**src/rtl/div_seq_pkg.sv**
```systemverilog
// Shared definitions for the sequential restoring divider: state encoding
// and the quotient value reported on a divide by zero.
package div_seq_pkg;

    typedef enum logic [1:0] {
        ST_IDLE = 2'd0,
        ST_RUN  = 2'd1,
        ST_DONE = 2'd2
    } state_t;

    // Widest operand the divider supports; the divide-by-zero quotient is
    // taken as the low W bits of this all-ones constant.
    localparam int MAX_W = 64;
    localparam logic [MAX_W-1:0] DBZ_QUOTIENT_ALL = '1;

endpackage

```
**src/rtl/div_seq_if.sv**
```systemverilog
// Request/result bundle of the sequential divider. The requester drives
// start and the operands; the divider returns status and results.
interface div_seq_if #(
    parameter int W = 8
);
    logic         start;
    logic [W-1:0] dividend;
    logic [W-1:0] divisor;
    logic         ready;
    logic         busy;
    logic         done;
    logic [W-1:0] quotient;
    logic [W-1:0] remainder;
    logic         div_by_zero;

    modport master (
        output start, dividend, divisor,
        input  ready, busy, done, quotient, remainder, div_by_zero
    );

    modport slave (
        input  start, dividend, divisor,
        output ready, busy, done, quotient, remainder, div_by_zero
    );
endinterface

```
**src/rtl/div_seq_sub_rc.sv**
```systemverilog
// Ripple-carry subtractor a - b, formed as a + ~b + 1 from a chain of
// single-bit full adders. cout=1 means the subtraction did not borrow.

// One-bit full adder cell.
module FA1 (
    input  logic a,
    input  logic b,
    input  logic cin,
    output logic s,
    output logic cout
);
    assign s    = a ^ b ^ cin;
    assign cout = (a & b) | (a & cin) | (b & cin);
endmodule

module sub_rc #(
    parameter int N = 9
) (
    input  logic [N-1:0] a,
    input  logic [N-1:0] b,
    output logic [N-1:0] diff,
    output logic         cout
);
    logic [N:0] carry;

    // The +1 of the two's complement enters as the chain's carry-in.
    assign carry[0] = 1'b1;

    for (genvar i = 0; i < N; i++) begin : g_bit
        FA1 u_fa (
            .a   (a[i]),
            .b   (~b[i]),
            .cin (carry[i]),
            .s   (diff[i]),
            .cout(carry[i+1])
        );
    end

    assign cout = carry[N];
endmodule

```
**src/rtl/div_seq.sv**
```systemverilog
// Multi-cycle restoring unsigned divider: one quotient bit per clock by
// trial subtraction of the divisor from a shifted partial remainder.
module div_seq
    import div_seq_pkg::*;
#(
    parameter int W = 8
) (
    input  logic     clk,
    input  logic     rst,
    div_seq_if.slave bus
);
    localparam int CW = $clog2(W);

    state_t         state;
    state_t         state_next;
    logic [CW-1:0]  count;
    logic [W:0]     p;
    logic [W-1:0]   q;
    logic [W-1:0]   divisor_r;
    logic [W-1:0]   quotient_r;
    logic [W-1:0]   remainder_r;
    logic           dbz_r;

    logic [W:0]     s;
    logic [W:0]     t;
    logic           no_borrow;
    logic [W:0]     p_next;
    logic [W-1:0]   q_next;
    logic           last_iter;
    logic           st_ready;
    logic           st_busy;
    logic           st_done;
    logic           unused_p_msb;

    // The restored remainder is always below the divisor, so P's top bit
    // never carries information into the next step.
    assign unused_p_msb = p[W];

    assign s         = {p[W-1:0], q[W-1]};
    assign last_iter = (count == CW'(W - 1));

    sub_rc #(
        .N(W + 1)
    ) u_sub (
        .a   (s),
        .b   ({1'b0, divisor_r}),
        .diff(t),
        .cout(no_borrow)
    );

    // Keep the difference when the trial did not borrow, else restore.
    always_comb begin
        p_next = s;
        q_next = {q[W-2:0], 1'b0};
        if (no_borrow) begin
            p_next = t;
            q_next = {q[W-2:0], 1'b1};
        end
    end

    // Next-state and status decode for the IDLE/RUN/DONE sequence.
    always_comb begin
        state_next = state;
        st_ready   = 1'b0;
        st_busy    = 1'b0;
        st_done    = 1'b0;
        case (state)
            ST_IDLE: begin
                st_ready = 1'b1;
                if (bus.start) begin
                    state_next = (bus.divisor == '0) ? ST_DONE : ST_RUN;
                end
            end
            ST_RUN: begin
                st_busy = 1'b1;
                if (last_iter) begin
                    state_next = ST_DONE;
                end
            end
            ST_DONE: begin
                st_done    = 1'b1;
                state_next = ST_IDLE;
            end
            default: begin
                state_next = ST_IDLE;
            end
        endcase
    end

    // State register.
    always_ff @(posedge clk) begin
        if (rst) begin
            state <= ST_IDLE;
        end else begin
            state <= state_next;
        end
    end

    // Operand capture, iteration datapath and result registers; results
    // are loaded on the edge entering DONE so they are valid with done.
    always_ff @(posedge clk) begin
        if (rst) begin
            count       <= '0;
            p           <= '0;
            q           <= '0;
            divisor_r   <= '0;
            quotient_r  <= '0;
            remainder_r <= '0;
            dbz_r       <= 1'b0;
        end else begin
            case (state)
                ST_IDLE: begin
                    if (bus.start) begin
                        divisor_r <= bus.divisor;
                        count     <= '0;
                        p         <= '0;
                        q         <= bus.dividend;
                        dbz_r     <= 1'b0;
                        if (bus.divisor == '0) begin
                            quotient_r  <= DBZ_QUOTIENT_ALL[W-1:0];
                            remainder_r <= bus.dividend;
                            dbz_r       <= 1'b1;
                        end
                    end
                end
                ST_RUN: begin
                    p     <= p_next;
                    q     <= q_next;
                    count <= count + 1'b1;
                    if (last_iter) begin
                        quotient_r  <= q_next;
                        remainder_r <= p_next[W-1:0];
                    end
                end
                default: begin
                end
            endcase
        end
    end

    assign bus.ready       = st_ready;
    assign bus.busy        = st_busy;
    assign bus.done        = st_done;
    assign bus.quotient    = quotient_r;
    assign bus.remainder   = remainder_r;
    assign bus.div_by_zero = dbz_r;

endmodule
```
**src/flat_wrapper.sv**
```systemverilog
// flat-port wrapper written by rule: the top's interface ports become plain ports
module div_seq_flat import div_seq_pkg::*;
#(
    parameter int W = 8
)
  (clk, rst, bus_start, bus_dividend, bus_divisor, bus_ready, bus_busy, bus_done, bus_quotient, bus_remainder, bus_div_by_zero);
  div_seq_if #(.W(W)) bus_i ();
  input  logic clk;
  input  logic rst;
  input wire logic [$bits(bus_i.start)-1:0] bus_start;
  input wire logic [$bits(bus_i.dividend)-1:0] bus_dividend;
  input wire logic [$bits(bus_i.divisor)-1:0] bus_divisor;
  output wire logic [$bits(bus_i.ready)-1:0] bus_ready;
  output wire logic [$bits(bus_i.busy)-1:0] bus_busy;
  output wire logic [$bits(bus_i.done)-1:0] bus_done;
  output wire logic [$bits(bus_i.quotient)-1:0] bus_quotient;
  output wire logic [$bits(bus_i.remainder)-1:0] bus_remainder;
  output wire logic [$bits(bus_i.div_by_zero)-1:0] bus_div_by_zero;
  assign bus_i.start = bus_start;
  assign bus_i.dividend = bus_dividend;
  assign bus_i.divisor = bus_divisor;
  assign bus_ready = bus_i.ready;
  assign bus_busy = bus_i.busy;
  assign bus_done = bus_i.done;
  assign bus_quotient = bus_i.quotient;
  assign bus_remainder = bus_i.remainder;
  assign bus_div_by_zero = bus_i.div_by_zero;
  div_seq #(.W(W)) u_core (.clk(clk), .rst(rst), .bus(bus_i));
endmodule
```
**config.mk**
```make
export PLATFORM = sky130hd
export DESIGN_NAME = div_seq_flat
export DESIGN_NICKNAME = d
export VERILOG_FILES = /design/src/rtl/div_seq_pkg.sv /design/src/rtl/div_seq_if.sv /design/src/rtl/div_seq_sub_rc.sv /design/src/rtl/div_seq.sv /design/src/flat_wrapper.sv
export SDC_FILE = /design/constraint.sdc
export NUM_CORES = 1
export LEC_CHECK = 0
export CAP_MARGIN = 20
export CELL_PAD_IN_SITES_DETAIL_PLACEMENT = 1
export CELL_PAD_IN_SITES_GLOBAL_PLACEMENT = 2
export CORE_MARGIN = 5
export CORE_UTILIZATION = 34
export CTS_CLUSTER_DIAMETER = 200
export CTS_CLUSTER_SIZE = 28
export DETAILED_ROUTE_END_ITERATION = 10
export GPL_TIMING_DRIVEN = 0
export PLACE_DENSITY_LB_ADDON = 0.1
export SYNTH_ARGS = -nofsm -noshare
export SYNTH_HDL_FRONTEND = slang
export SYNTH_SLANG_ARGS = --single-unit
export TNS_END_PERCENT = 10
```
**constraint.sdc**
```tcl
create_clock -name clk -period 7 [get_ports clk]
set_input_delay 1.75 -clock clk [delete_from_list [all_inputs] [get_ports clk]]
set_output_delay 1.75 -clock clk [all_outputs]
set_load 0.02 [all_outputs]
```
==> impl_metrics.env <==
export IMPL_synth_top_area_cell="dfxtp_1"
export IMPL_dr_total_vias=1951
export IMPL_finClkSkew_ns=0.006593
export IMPL_regArea_sq_um=920.9
export IMPL_start_util=0.3474
export IMPL_timing_final_hold_violations=0
export IMPL_area_delta_synth_final_pct=24.90
export IMPL_cts_resized=0
export IMPL_hpwl_mm=4.969
export IMPL_cts_root_buf="clkbuf_8"
export IMPL_dr_first_iter_drc_count=87
export IMPL_critPathArrivalTime_ns=4.40
export IMPL_power_mw=0.5676
export IMPL_worst_ep_required_time_ns=7.21
export IMPL_critPathKind="reg -> reg"
export IMPL_cp_max_fo=8
export IMPL_cts_hold_buffers_added=0
export IMPL_run_status="completed"
export IMPL_rsz0062_at_grt="false"
export IMPL_overflow=0
export IMPL_ir_drop_v=0.00009418
export IMPL_pwr_share_seq=0.505
export IMPL_cts_tree="built"
export IMPL_clkLatencyLatePin_ns=0.30
export IMPL_setup_viol=0
export IMPL_cts_htree_levels=2
export IMPL_multiInputGateArea_sq_um=1120
export IMPL_grt_pass1_wl_mm=10.69
export IMPL_crit_family="adder cells"
export IMPL_antenna_found_initial=0
export IMPL_cp_start_kind="flop"
export IMPL_syn_avg_cell_area_sq_um=8.938
export IMPL_fin_nets=317
export IMPL_cp_slowest_cell="fa_1"
export IMPL_routed_via_density=5.345
export IMPL_clk_pin_slew_ns=0.08
export IMPL_post_route_cells_drive_above_1_share=0.07639
export IMPL_syn_instance_count=244
export IMPL_max_clock_path_buffers=2
export IMPL_cap_violations=0
export IMPL_slew_headroom=0.4062
export IMPL_fillers=763
export IMPL_core_area_sq_um=6277
export IMPL_ioPinCount=39
export IMPL_post_place_cells=358
export IMPL_cts_setup_buffers=0
export IMPL_netSwitchingFraction=0.3091
export IMPL_num_rows=29
export IMPL_synthesis_nets=273
export IMPL_tns_ns=0
export IMPL_die_area_sq_um=8116
export IMPL_period_needed_ns=4.195
export IMPL_chipWidth_microns=90.09
export IMPL_drv_slew=0
export IMPL_syn_area_sq_um=2181
export IMPL_ff2ff_setup_slack_ns=2.81
export IMPL_internal_power_mw=0.3921
export IMPL_crit_chain="inv_1 > ha_1 > inv_1 > fa_1 > inv_1 > fa_1 > fa_1 > fa_1 > fa_1 > fa_1 > inv_1 > fa_1 > or2_2 > clkbuf_1 > o211ai_1 > a311oi_1"
export IMPL_layoutNonFillerInstCount=365
export IMPL_first_pass_iters=4
export IMPL_leakage_nw=0.9513
export IMPL_post_synth_num_cell_types=35
export IMPL_layout_common_cells="46 x nand2_1, 46 x dfxtp_1, 37 x clkdlybuf4s50_1"
export IMPL_combPwrFrac=0.216
export IMPL_fin_hold_ws_ns=0.4590
export IMPL_cpMostUsedCell="fa_1"
export IMPL_grt_usage=0.1623
export IMPL_grt_pass1_vias=2130
export IMPL_die_h_microns=90.09
export IMPL_hold_path_class="reg -> reg"
export IMPL_synth_top_area_frac=0.4223
export IMPL_synth_warning_count=0
export IMPL_async_reset_ff_frac=0
export IMPL_ys_seq_elements=46
export IMPL_switching_power_mw=0.1754
export IMPL_drt_total_wl_mm=6.375
export IMPL_synth_area_leaders="dfxtp_1 42%, a311oi_1 8.0%, nand2_1 7.9%, fa_1 6.4%, a21oi_1 4.4%"
export IMPL_num_antenna_cells=0
export IMPL_cts_buffers=5
export IMPL_cp_end_kind="flop"
export IMPL_worstMarginPinSlew_ns=0.8833
export IMPL_clockPowerShare=0.278
export IMPL_cellPowerDensity_nw_per_um2=208.4
export IMPL_grt_start_max_net_pins=13
export IMPL_synth_edff_count=0
export IMPL_clock_sinks=46
export IMPL_synth_ff_type="dfxtp_1"
export IMPL_slowest_delay_ns=0.40
export IMPL_ant_nets=0
export IMPL_wire_per_inst_microns=17.47
export IMPL_synth_seq_area_share=0.4223
export IMPL_routabilityCongestion=0.8065
export IMPL_crit_buf_inv=5
export IMPL_route_detailed_drc=0
export IMPL_fin_crit_sh=0.5992
export IMPL_max_clock_freq_mhz=238.4
export IMPL_placement_io_buffers=37
## power by group through the flow
stage / combinational [mW] / clock, mW / sequential (mW)
after floorplan: 0.0782 / 0 / 0.290
after global placement: 0.122 / 0 / 0.293
after detailed placement: 0.124 / 0 / 0.293
after CTS: 0.125 / 0.163 / 0.287
after global routing: 0.141 / 0.175 / 0.289
final: 0.123 / 0.158 / 0.287
## synthesized netlist by cell type (2+ instances only)
cell      count
a21oi_1      19
a311oi_1     20
buf_6         2
clkbuf_1     17
dfxtp_1      46
fa_1          7
ha_1          3
inv_1        13
nand2_1      46
nand3_1       4
nor2_1       13
nor2b_1       2
nor3_1        2
nor3b_1       2
nor4_2        2
o211ai_1      6
o21a_1        3
o21ai_0      11
o221a_2       8
o311ai_0      2
o31ai_1       2
## per-stage QoR
step	worst slack (ns)	utilization	area (sq um)
after floorplan	3.351	-	2181
after global placement	2.803	0.4218	2648
after detailed placement	2.765	0.4218	2648
after CTS	2.740	0.4339	2724
after global routing	2.523	0.4339	2724
final	2.805	0.4339	2724
## worst min-delay path, stage by stage, from the launching register on
cell and delay, ns:
dfxtp_1 0.32, nand2_1 0.05, a21oi_1 0.05
## routing by layer
layer | vias to the layer above | global-route usage | share of wire
met1 | 955 | 0.1928 | 0.46
li1 | 963 | - | -
met3 | 7 | 0.03673 | 0.031
met5 | - | 0 | 0
met4 | 0 | 0.04094 | 0.012
met2 | 26 | 0.2933 | 0.50
## worst paths after layout
path                                     startpoint                       to  cells after the start
worst max-delay path                    u_core.q[7]  u_core.bus.remainder[4]                     16
worst min-delay path            u_core.divisor_r[7]      u_core.divisor_r[7]                      2
worst max register to register          u_core.q[7]  u_core.bus.remainder[4]                     16
worst min register to register  u_core.divisor_r[7]      u_core.divisor_r[7]                      2
## sequential cells by signal, indices dropped and copies added (netlist names)
| register | flops |
|---|---|
| u_core.state | 2 |
| u_core.q | 8 |
| u_core.bus.remainder | 8 |
| u_core.divisor_r | 8 |
| u_core.p | 8 |
| u_core.count | 3 |
| u_core.bus.quotient | 8 |
| u_core.bus.div_by_zero | 1 |
## kinds of logic after synthesis
| group | share of synthesized area |
|---|---|
| AND/OR/NAND/NOR | 0.1750 |
| multiplexers | 0.004590 |
| flip-flops | 0.4223 |
| adder cells (fa/ha/maj) | 0.08147 |
| buffers and inverters | 0.06426 |
| AO/OA/AOI/OAI | 0.2524 |
## cell type report
class | count | area share
clock buffer | 7 | 0.02802
buffer | 20 | 0.03353
sequential | 46 | 0.3381
multi-input combinational | 165 | 0.4111
timing repair buffer | 37 | 0.1360
tap | 77 | 0.03537
inverter | 13 | 0.01791
Power figures use the tool's default switching activity.
